<file path="src/rtl/paddle_bank.sv">
// paddle_bank: bank of independent game paddles updated once per 60 Hz frame tick.
// Each paddle has an IDLE/UP/DOWN FSM; y is clamped to [Y_MIN, Y_MAX-PADDLE_LEN].
// Optional feature macro: PADDLE_BANK_ACCEL_EN enables speed ramping on held direction;
// without it a paddle always moves 1 pixel per tick while UP/DOWN.
module paddle_bank #(
  parameter int unsigned N_PADDLES  = 2,
  parameter int unsigned PADDLE_LEN = 20,
  parameter int unsigned Y_MIN      = 31,
  parameter int unsigned Y_MAX      = 119,
  parameter int unsigned Y_RESET    = 75,
  parameter int unsigned MAX_SPEED  = 4,
  parameter int unsigned RAMP_TICKS = 8
) (
  input  logic                     sixtyhz_clk,
  input  logic                     resetn,
  input  logic                     freeze,
  input  logic                     recentre,
  input  logic [N_PADDLES-1:0]     inc,
  input  logic [N_PADDLES-1:0]     dec,
  output logic [7*N_PADDLES-1:0]   paddle_y,
  output logic [N_PADDLES-1:0]     moving,
  output logic [N_PADDLES-1:0]     at_top,
  output logic [N_PADDLES-1:0]     at_bottom
);

  localparam int unsigned Y_BOT   = Y_MAX - PADDLE_LEN;
  localparam logic [7:0]  Y_MIN8  = 8'(Y_MIN);
  localparam logic [7:0]  Y_BOT8  = 8'(Y_BOT);

  localparam logic [1:0] ST_IDLE = 2'd0;
  localparam logic [1:0] ST_UP   = 2'd1;
  localparam logic [1:0] ST_DOWN = 2'd2;

  // Reject parameter sets that would overflow the 3-bit speed or 7-bit position.
  if (MAX_SPEED == 0 || MAX_SPEED > 7 || RAMP_TICKS == 0 || Y_MAX > 127 ||
      PADDLE_LEN > Y_MAX || Y_MIN > Y_BOT) begin : g_bad_params
    $error("paddle_bank: illegal parameter set");
  end

`ifdef PADDLE_BANK_ACCEL_EN
  localparam int unsigned RAMP_W = (RAMP_TICKS > 1) ? $clog2(RAMP_TICKS) : 1;
`endif

  for (genvar g = 0; g < N_PADDLES; g++) begin : g_pad
    logic [1:0] state_q, state_d;
    logic [1:0] req_state;
    logic [2:0] speed_d;
    logic [6:0] y_q, y_d;
    logic [7:0] y_ext, y_sum;
    logic       moving_q, moving_d;
    logic       at_top_q, at_top_d;
    logic       at_bottom_q, at_bottom_d;
`ifdef PADDLE_BANK_ACCEL_EN
    logic [2:0]        speed_q;
    logic [RAMP_W-1:0] ramp_q, ramp_d;
`endif

    // Next-state: direction decode, speed ramp and clamped position update.
    always_comb begin
      state_d     = state_q;
      speed_d     = 3'd0;
      y_d         = y_q;
      y_ext       = {1'b0, y_q};
      y_sum       = 8'd0;
`ifdef PADDLE_BANK_ACCEL_EN
      speed_d     = speed_q;
      ramp_d      = ramp_q;
`endif
      if (inc[g] && !dec[g])      req_state = ST_DOWN;
      else if (dec[g] && !inc[g]) req_state = ST_UP;
      else                        req_state = ST_IDLE;

      if (recentre) begin
        state_d = ST_IDLE;
        speed_d = 3'd0;
        y_d     = 7'(Y_RESET);
`ifdef PADDLE_BANK_ACCEL_EN
        ramp_d  = '0;
`endif
      end else if (!freeze) begin
        state_d = req_state;
        if (req_state == ST_IDLE) begin
          speed_d = 3'd0;
        end else if (req_state != state_q) begin
          speed_d = 3'd1;
`ifdef PADDLE_BANK_ACCEL_EN
          ramp_d  = '0;
`endif
        end else begin
`ifdef PADDLE_BANK_ACCEL_EN
          if (ramp_q == RAMP_W'(RAMP_TICKS - 1)) begin
            ramp_d = '0;
            if (speed_q < 3'(MAX_SPEED)) speed_d = speed_q + 3'd1;
          end else begin
            ramp_d = ramp_q + RAMP_W'(1);
          end
`else
          speed_d = 3'd1;
`endif
        end

        // Movement uses this tick's updated speed so motion starts immediately.
        if (req_state == ST_DOWN) begin
          y_sum = y_ext + {5'd0, speed_d};
          y_d   = (y_sum >= Y_BOT8) ? 7'(Y_BOT) : y_sum[6:0];
        end else if (req_state == ST_UP) begin
          if (y_ext >= Y_MIN8 + {5'd0, speed_d}) begin
            y_sum = y_ext - {5'd0, speed_d};
            y_d   = y_sum[6:0];
          end else begin
            y_d   = 7'(Y_MIN);
          end
        end
      end

      moving_d    = (y_d != y_q);
      at_top_d    = ({1'b0, y_d} == Y_MIN8);
      at_bottom_d = ({1'b0, y_d} == Y_BOT8);
    end

    // State and output registers with synchronous active-low reset.
    always_ff @(posedge sixtyhz_clk) begin
      if (!resetn) begin
        state_q     <= ST_IDLE;
        y_q         <= 7'(Y_RESET);
        moving_q    <= 1'b0;
        at_top_q    <= (Y_RESET == Y_MIN);
        at_bottom_q <= (Y_RESET == Y_BOT);
`ifdef PADDLE_BANK_ACCEL_EN
        speed_q     <= 3'd0;
        ramp_q      <= '0;
`endif
      end else begin
        state_q     <= state_d;
        y_q         <= y_d;
        moving_q    <= moving_d;
        at_top_q    <= at_top_d;
        at_bottom_q <= at_bottom_d;
`ifdef PADDLE_BANK_ACCEL_EN
        speed_q     <= speed_d;
        ramp_q      <= ramp_d;
`endif
      end
    end

    assign paddle_y[7*g +: 7] = y_q;
    assign moving[g]          = moving_q;
    assign at_top[g]          = at_top_q;
    assign at_bottom[g]       = at_bottom_q;
  end

endmodule

</file>
<file path="config.mk">
export PLATFORM = sky130hd
export DESIGN_NAME = paddle_bank
export DESIGN_NICKNAME = d
export VERILOG_FILES = /design/src/rtl/paddle_bank.sv
export SDC_FILE = /design/constraint.sdc
export NUM_CORES = 1
export LEC_CHECK = 0
export ABC_AREA = 1
export CORE_AREA = 2 2 94 60
export DETAILED_ROUTE_END_ITERATION = 10
export DIE_AREA = 0 0 96 62
export GPL_TIMING_DRIVEN = 0
export PLACE_DENSITY = 0.71
export SLEW_MARGIN = 20
export SYNTH_ARGS = -nofsm -noshare
export SYNTH_HDL_FRONTEND = slang
export SYNTH_SLANG_ARGS = --single-unit
</file>
<file path="constraint.sdc">
create_clock -name sixtyhz_clk -period 4.99 [get_ports sixtyhz_clk]
set_input_delay 0.499 -clock sixtyhz_clk [delete_from_list [all_inputs] [get_ports sixtyhz_clk]]
set_output_delay 0.499 -clock sixtyhz_clk [all_outputs]
set_load 0.05 [all_outputs]
</file>
* Word-level counts from Yosys, hierarchy flattened
Index checks and enable logic that the tools add are counted. W data, S select, Z words.
Storage, ports and cells: logic and storage cells 60, input bits 8, register bits 20
Operators by class: equal/unequal tests 10, muxes and demuxes 22, reduce and logical (&&, ||, !) cells 10, $add $sub $neg 6, $lt $le $gt $ge 4
Operators by type and width (number):
- $mux W7 | 12
- $add A7 B3 Y8 | 2
- $ge A8 B7 Y1 const B | 2
- $eq A7 B5 Y1 const B | 2
- $eq A7 B7 Y1 const B | 2
- $ge A7 B6 Y1 | 2
- $ne A7 B7 Y1 | 2
- $sub A7 B3 Y7 | 2
- $add A5 B3 Y6 const A | 2
- $mux W3 | 4
- $eq A2 B1 Y1 const B | 2
- $eq A2 B2 Y1 const B | 2
- $logic_and A1 B1 Y1 | 4
- $logic_not A1 Y1 | 4
- $logic_not A2 Y1 | 2
- $mux W1 | 4
- $mux W2 | 2

* Logic depth before layout (Yosys ltp)
Gate-level depths: netlist of run 1.
depth in word-level cells 16, depth in mapped cells 22, gate-level depth less buffers 22

* Worst setup path before layout of run 1
Ideal clock, no wire load.
kind input -> register, from input inc[1], to register g_pad[1].moving_q, slack 2.481 ns, required time 4.864 ns, path buffers 0, cell stages on the path 20, arrival 2.383 ns, library setup time 0.126 ns, cell sequence inv_1 > ha_1 > inv_1 > ha_1 > ha_1 > nand2_1 > nor2_1 > nand3_1 > nor2_1 > nand2_1 > nand3_1 > a21oi_1 > nand2_1 > nand2_1 > nand2_1 > nand2_1 > inv_1 > nand2_1 > nor2_1 > nor2_1
On the way: cells in the longest elaborated chain, start to end 16
RTL lines:
- start: declaration | line 18 | input logic [N_PADDLES-1:0] inc,
- $logic_not A1 Y1 | line 70 | else if (dec[g] && !inc[g]) req_state = ST_UP;
- $logic_and A1 B1 Y1 | line 70
- $mux W1 | line 70
- $mux W2 * | line 69 | if (inc[g] && !dec[g]) req_state = ST_DOWN;
- $logic_not A2 Y1 | line 82 | if (req_state == ST_IDLE) begin
- $mux W1 | line 82
- $mux W3 | line 80 | end else if (!freeze) begin
- $mux W3 | line 73 | if (recentre) begin
- $add A5 B3 Y6 | line 107 | if (y_ext >= Y_MIN8 + {5'd0, speed_d}) begin
- $ge A7 B6 Y1 | line 107
- $mux W7 | line 107
- $mux W7 | line 106 | end else if (req_state == ST_UP) begin
- $mux W7 * | line 103 | if (req_state == ST_DOWN) begin
- $mux W7 * | line 80
- $mux W7 * | line 73
- $ne A7 B7 Y1 * | line 116 | moving_d = (y_d != y_q);
- end signal: assignment | line 136 | moving_q <= moving_d;
- end: declaration | line 50 | logic moving_q, moving_d;
Every way passes the cells marked *; elsewhere a longest branch is shown, timed or not. The select of a mux whose other input is x is not followed. A chain may end at the register's enable or synchronous reset.

* Worst setup path in the final report of run 1
from input inc[0], to register g_pad[0].moving_q
On the way: cells in the longest elaborated chain, start to end 16
RTL lines (line):
- $logic_not A1 Y1 | 70
- $logic_and A1 B1 Y1 | 70
- $mux W1 | 70
- $mux W2 * | 69
- $logic_not A2 Y1 | 82
- $mux W1 | 82
- $mux W3 | 80
- $mux W3 | 73
- $add A5 B3 Y6 | 107
- $ge A7 B6 Y1 | 107
- $mux W7 | 107
- $mux W7 | 106
- $mux W7 * | 103
- $mux W7 * | 80
- $mux W7 * | 73
- $ne A7 B7 Y1 * | 116
- end signal: assignment | 136
- end: declaration | 50
Marks and branches as above.

==> results of run 1 <==
[tightest hold or removal path: stages (launching register included)]
cell     delay (ps)
dfxtp_1         440
nand2_1         150
nand4_1          90
[cell usage after synthesis (2+ instances only)]
master	instances
a21oi_1	17
inv_2	2
o21ai_0	7
nand3_1	44
or2_2	3
clkbuf_1	5
nand3_2	4
o211ai_1	9
nor3_1	2
nand3b_1	5
inv_1	46
buf_2	4
nand4_1	18
nor3_2	3
nand2_1	121
nand2_2	9
dfxtp_1	20
buf_4	7
xor2_1	7
ha_1	24
nor2_1	40
clkinv_1	2
o21ai_1	2
[sequential cells by signal, indices dropped and copies added, names as in the netlist]
name / count
g_pad.y_q: 14
g_pad.at_bottom_q: 2
g_pad.at_top_q: 2
g_pad.moving_q: 2
[per-stage QoR]
stage	setup WS, ps	utilization, %	power, mW	hold WS (ps)	instance area, sq um
after floorplan	2480	-	0.325	568	2460
after global placement	1640	53.9	0.373	703	2820
after detailed placement	1590	53.9	0.377	717	2820
after CTS	1840	55.3	0.542	728	2890
after global routing	1450	55.3	0.578	776	2890
final	1790	55.3	0.543	735	2890
[final cells by class]
type                       count  area (sq um)  share of cell area (%)
clock inverter                 1          30.0                    1.04
tap                           69          86.3                    2.99
sequential                    20           400                    13.8
multi-input combinational    322          1780                    61.5
timing repair buffer          27           270                    9.35
inverter                      51           193                    6.66
clock buffer                   3          41.3                    1.43
buffer                        16          91.3                    3.16
[routing by layer]
metal / track usage [%] / part of all wire [%] / routed length, microns / vias up
met2: 32.9 / 37 / 2580 / 113
met3: 7.84 / 10 / 701 / 12
met5: 0 / 0 / 0 / -
li1: - / - / - / 1388
met4: 2.65 / 0.94 / 65 / 0
met1: 38.4 / 52 / 3580 / 1251
[cells by family (layout without fill, tap and decap cells)]
family	after synthesis	count (layout)	synth area share [%]
flip-flops	20	20	16.3
XOR/XNOR	7	7	2.49
AO/OA/AOI/OAI	36	36	8.38
AND/OR/NAND/NOR	255	255	49.2
buffers and inverters	67	98	11.5
adder cells (fa/ha/maj)	24	24	12.2
[worst max-delay path by stage]
stage | startpoint | slack, ps | cells past startpoint | endpoint
after global placement | inc[0] | 1640 | 20 | g_pad[0].moving_q
after CTS | inc[0] | 1840 | 20 | g_pad[0].moving_q
after global routing | inc[0] | 1450 | 20 | g_pad[0].moving_q
after detailed placement | inc[0] | 1590 | 20 | g_pad[0].moving_q
after floorplan | inc[1] | 2480 | 20 | g_pad[1].moving_q
final | inc[0] | 1790 | 20 | g_pad[0].moving_q
[report_power, final]
| group | switching [mW] | total [mW] | leakage, nW | internal (mW) |
|---|---|---|---|---|
| Clock | 0.0585 | 0.166 | 0.0357 | 0.107 |
| Combinational | 0.132 | 0.201 | 1.27 | 0.0697 |
| Sequential | 0.0103 | 0.176 | 0.164 | 0.166 |
==> flow_summary_export.csv, run 1 <==
group,metric,value,unit
synth,synthFlopType,"dfxtp_1",
min_path,hold_depth,2,
clocking,cts_resized,0,
worst_setup_path,crit_fanout,7,
floorplan,fp.dieH,62,microns
synth,ys_ff_latch,20,
worst_setup_path,endpoint_kind,"register",
synth,yosysWarnings,0,
finish,drive_gt1_share,9.77,%
worst_setup_path,path_class,"primary input to register",
sta,rsz0062_at_grt,"false",
min_path,min-delay-start,"g_pad[1].y_q[1]",
synth,postSynthAreaPerCell,6.02,sq um
placed_design,gp_congestion,0.913,
sta,setup_viol_count_final,0,
finish,syn_to_final_growth,17.4,%
sta,fin_skew,3.25,ps
detailed_routing,dr.pass1.iters,5,
worst_setup_path,reg2reg_setup_slack,2560,ps
synth,netlist_instances,409,
synth,yosys-top-cells-area,"nand2_1, dfxtp_1, ha_1",
synth,syn-num-nets,441,
worst_setup_path,max_stage_delay,480,ps
worst_setup_path,reg2reg_depth,16,
worst_setup_path,path_buf_inv,5,
sta,max_slew.worst_pin.slew,501,ps
worst_setup_path,crit_arrival,3370,ps
sta,maxSlewViolCount,0,
synth,synth-async-reset-ratio,0,%
detailed_routing,avgRoutedWirePerCell,13.6,microns
finish,n_fill_cell,517,
clocking,h-tree-depth,1,
worst_setup_path,startpoint_type,"primary input",
worst_setup_path,crit_path_cell_trace,"clkdlybuf4s50_1 > inv_1 > ha_1 > inv_1 > ha_1 > nand2_1 > nor3_1 > nand2_1 > nand4_1 > nand3_1 > nand2_1 > inv_1 > nand2_1 > nand2_1 > nand2_1 > nand3_1 > nor2_1 > nand3_1 > nand2_1 > inv_1",
global_route,gr-total-overflow,0,
clocking,clkTransAtPathRegs,80,ps
global_route,grt_pass1_vias,2305,
clocking,clock-sinks,20,
global_route,antenna_found_initial,0,
detailed_routing,vias,2764,
sta,hold_viol,0,
global_route,grt_pass1_wl,11200,microns
sta,max_freq,312,MHz
finish,layout_common_cells,"nand2_1, inv_1, nand3_1, nor2_1, clkdlybuf4s50_1",
flow_run,cap_viol_max_count,0,
floorplan,die_x,96,microns
power,powerDensity,188,nW/um^2
synth,synth_edf_count,0,
synth,syn-cell-area,2460,sq um
sta,finalSetupTns,0,ps
min_path,holdPathEnd,"g_pad[1].y_q[1]",
worst_setup_path,cp_common_cell,"nand2_1",
detailed_routing,avgViaCountPerCell,5.43,
clocking,root_buffer,"clkbuf_8",
finish,antenna_cells,0,
worst_setup_path,r2r_start,"g_pad[0].y_q[3]",
floorplan,dieArea,5950,sq um
finish,fin_nets,473,
synth,synthDominantCellAreaShare,18.4,%
detailed_routing,drc,0,
worst_setup_path,r2r-end,"g_pad[0].moving_q",
detailed_routing,drt_wl_total,6930,microns
detailed_routing,postRouteAntennaNets,0,
worst_setup_path,crit_slowest_cell,"clkdlybuf4s50_1",
synth,yosysUniqueCellTypes,31,
sta,min_period,3200,ps
outcome,status,"complete, no violations",
sta,slew_headroom,66.5,%
floorplan,rows,21,
clocking,clk_latency,260,ps
worst_setup_path,required,5160,ps
worst_setup_path,cp_top_family,"simple AND/OR/NAND/NOR gates",
placed_design,io_buffers,27,
clocking,numCtsBuffers,3,
global_route,track_usage,24.5,%
finish,final_common_cell,"nand2_1",
synth,yosys.area.top_type,"nand2_1",
finish,instances_no_fill,509,
clocking,holdBufCountCts,0,
placed_design,dp_hpwl,5440,microns
synth,ys_seq_area_share,16.3,%
power,p_leak,1.47,nW
detailed_routing,drtIter0Drc,362,
floorplan,initial_core_util,47.1,%
clocking,cts_buffer_depth,2,
placed_design,dp_cells,505,
sta,fin_crit_sh,64.2,%
clocking,cts_tree,"built",
floorplan,pin_count,28,
floorplan,core_area,5230,sq um
clocking,cts_setup_buffers,0,
min_path,hold_path_class,"register to register",
global_route,grt_start_max_net_pins,13,
power,ir_drop,0.168,mV
Power figures use the tool's default switching activity.
==> inputs of run 2 (changes only) <==
PLACE_DENSITY = 0.73   (was 0.71)
clock period = 2.8 ns   (was 4.99 ns; I/O delays follow)
==> flow_summary_export.csv, run 2 (same netlist as run 1, synthesis figures left out) <==
group,metric,value,unit
worst_setup_path,startpoint,"dec[1]",
worst_setup_path,max_stage_delay,540,ps
worst_setup_path,path_class,"primary input to register",
worst_setup_path,crit_fanout,6,
placed_design,dp_hpwl,5570,microns
power,netSwitchingPower,0.377,mW
power,power.share.clock,20.7,%
finish,drive_gt1_share,17.7,%
clocking,cts_buffer_depth,2,
sta,setup_viol_count_final,0,
floorplan,core_area,5230,sq um
power,seq_power_share,33.9,%
detailed_routing,drtIter0Drc,277,
sta,max_freq,375,MHz
finish,final_common_cell,"nand2_1",
clocking,clkTransAtPathRegs,70,ps
detailed_routing,avgRoutedWirePerCell,14.4,microns
worst_setup_path,crit_slowest_cell,"clkdlybuf4s50_1",
detailed_routing,avgViaCountPerCell,5.59,
clocking,h-tree-depth,1,
finish,largest_register_ffs,14,
sta,maxSlewViolCount,0,
worst_setup_path,required,2940,ps
power,p_int,0.549,mW
global_route,antenna_found_initial,0,
worst_setup_path,endpoint_kind,"register",
detailed_routing,drt_wl_total,7460,microns
placed_design,post_dp_cell_area,2820,sq um
power,pwr-share-comb,45.4,%
floorplan,die_x,96,microns
floorplan,initial_core_util,47.1,%
finish,fin_nets,485,
finish,antenna_cells,0,
global_route,track_usage,25.4,%
outcome,status,"complete, no violations",
detailed_routing,dr.pass1.iters,6,
sta,hold_viol,0,
sta,fin_crit_sh,95.2,%
detailed_routing,vias,2906,
worst_setup_path,path_buf_inv,3,
global_route,grt_pass1_wl,11600,microns
floorplan,rows,21,
power,p_leak,1.54,nW
floorplan,fp.dieH,62,microns
worst_setup_path,crit_arrival,2810,ps
power,ir_drop,0.265,mV
global_route,grt_pass1_vias,2328,
global_route,gr-total-overflow,0,
flow_run,cap_viol_max_count,0,
worst_setup_path,startpoint_type,"primary input",
global_route,grt_start_max_net_pins,11,
sta,fin_skew,4.09,ps
sta,max_slew.worst_pin.slew,613,ps
worst_setup_path,cp_common_cell,"nand2_1",
detailed_routing,drc,0,
sta,slew_headroom,59.1,%
clocking,cts_tree,"built",
finish,syn_to_final_growth,26.2,%
placed_design,gp_congestion,0.945,
clocking,root_buffer,"clkbuf_8",
finish,layout_common_cells,"nand2_1, nand3_1, inv_1, nor2_1, clkdlybuf4s50_1",
finish,largest_register,"g_pad.y_q",
sta,finalSetupTns,0,ps
power,p_total,0.926,mW
min_path,min-delay-start,"resetn",
detailed_routing,postRouteAntennaNets,0,
finish,final_util,59.4,%
power,p_sw_share,40.7,%
min_path,hold_path_class,"primary input to register",
clocking,clock-sinks,20,
worst_setup_path,r2r_start,"g_pad[0].y_q[0]",
placed_design,io_buffers,27,
power,powerDensity,298,nW/um^2
floorplan,pin_count,28,
finish,design_area,3110,sq um
sta,min_period,2670,ps
worst_setup_path,cp_top_family,"simple AND/OR/NAND/NOR gates",
floorplan,dieArea,5950,sq um
worst_setup_path,crit_path_cell_trace,"clkdlybuf4s50_1 > ha_4 > inv_4 > ha_1 > nand2_2 > inv_4 > nor2_1 > nand2_1 > nand2_1 > nor2_1 > nand2_1 > nand2_4 > nand3_2 > nand2_4 > nand3_4 > nand2_1 > nand2_1 > nor2_1 > nand2_1 > nor2_1 > nor2_1",
clocking,clk_latency,270,ps
clocking,numCtsBuffers,3,
==> run 2: worst reg2reg max path, delay by kind of cell (launching register included) <==
kind	cells	cell delay (ps)
xor gates and xnor gates	1	170
DFF	1	440
adders and majority gates	2	380
and+or+nand+nor	9	940
AOI/OAI and AO/OA	1	150
buffers and inverters	2	230
==> run 2: metrics by stage <==
stage	worst slack, ps	std cells	hold slack, ps
after CTS	6.25	511	677
after global routing	-21.0	520	694
after floorplan	437	409	349
after global placement	-326	505	685
after detailed placement	-401	505	688
final	134	520	689
==> run 2: metal layers <==
metal | routed length, microns | GRT usage [%] | vias up
met5 | 0 | 0 | -
met4 | 51 | 3.06 | 0
met3 | 902 | 5.91 | 8
met2 | 3050 | 34.4 | 173
met1 | 3460 | 40.7 | 1308
li1 | - | - | 1417
==> run 2: repair_timing <==
item / in CTS / in global routing
resized for setup: 4 / 31
cloned: 0 / 0
setup endpoints to repair: 7 / 11
setup buffers: 3 / 9
pin swaps: 0 / 20
hold buffers: 0 / 0
==> run 2: cell type report <==
type	instances	area, sq um
sequential	20	400
clock buffer	3	41.3
multi-input combinational	322	1920
timing repair buffer	39	372
buffer	16	91.3
tap	69	86.3
inverter	51	196
fill	484	2120
==> run 2: path summary, 6_finish.rpt <==
check	to	cells past startpoint	slack, ps
max	g_pad[1].moving_q	21	130
min	g_pad[1].y_q[3]	2	690
max reg2reg	g_pad[0].at_top_q	15	420
min reg2reg	g_pad[1].y_q[6]	2	710
==> run 2: power groups by stage <==
stage	registers, mW	logic, mW	clock network, mW
6_report	0.314	0.421	0.192
5_1_grt	0.315	0.463	0.205
4_1_cts	0.312	0.366	0.193
3_5_place_dp	0.319	0.357	0
3_3_place_gp	0.318	0.348	0
2_1_floorplan	0.340	0.238	0
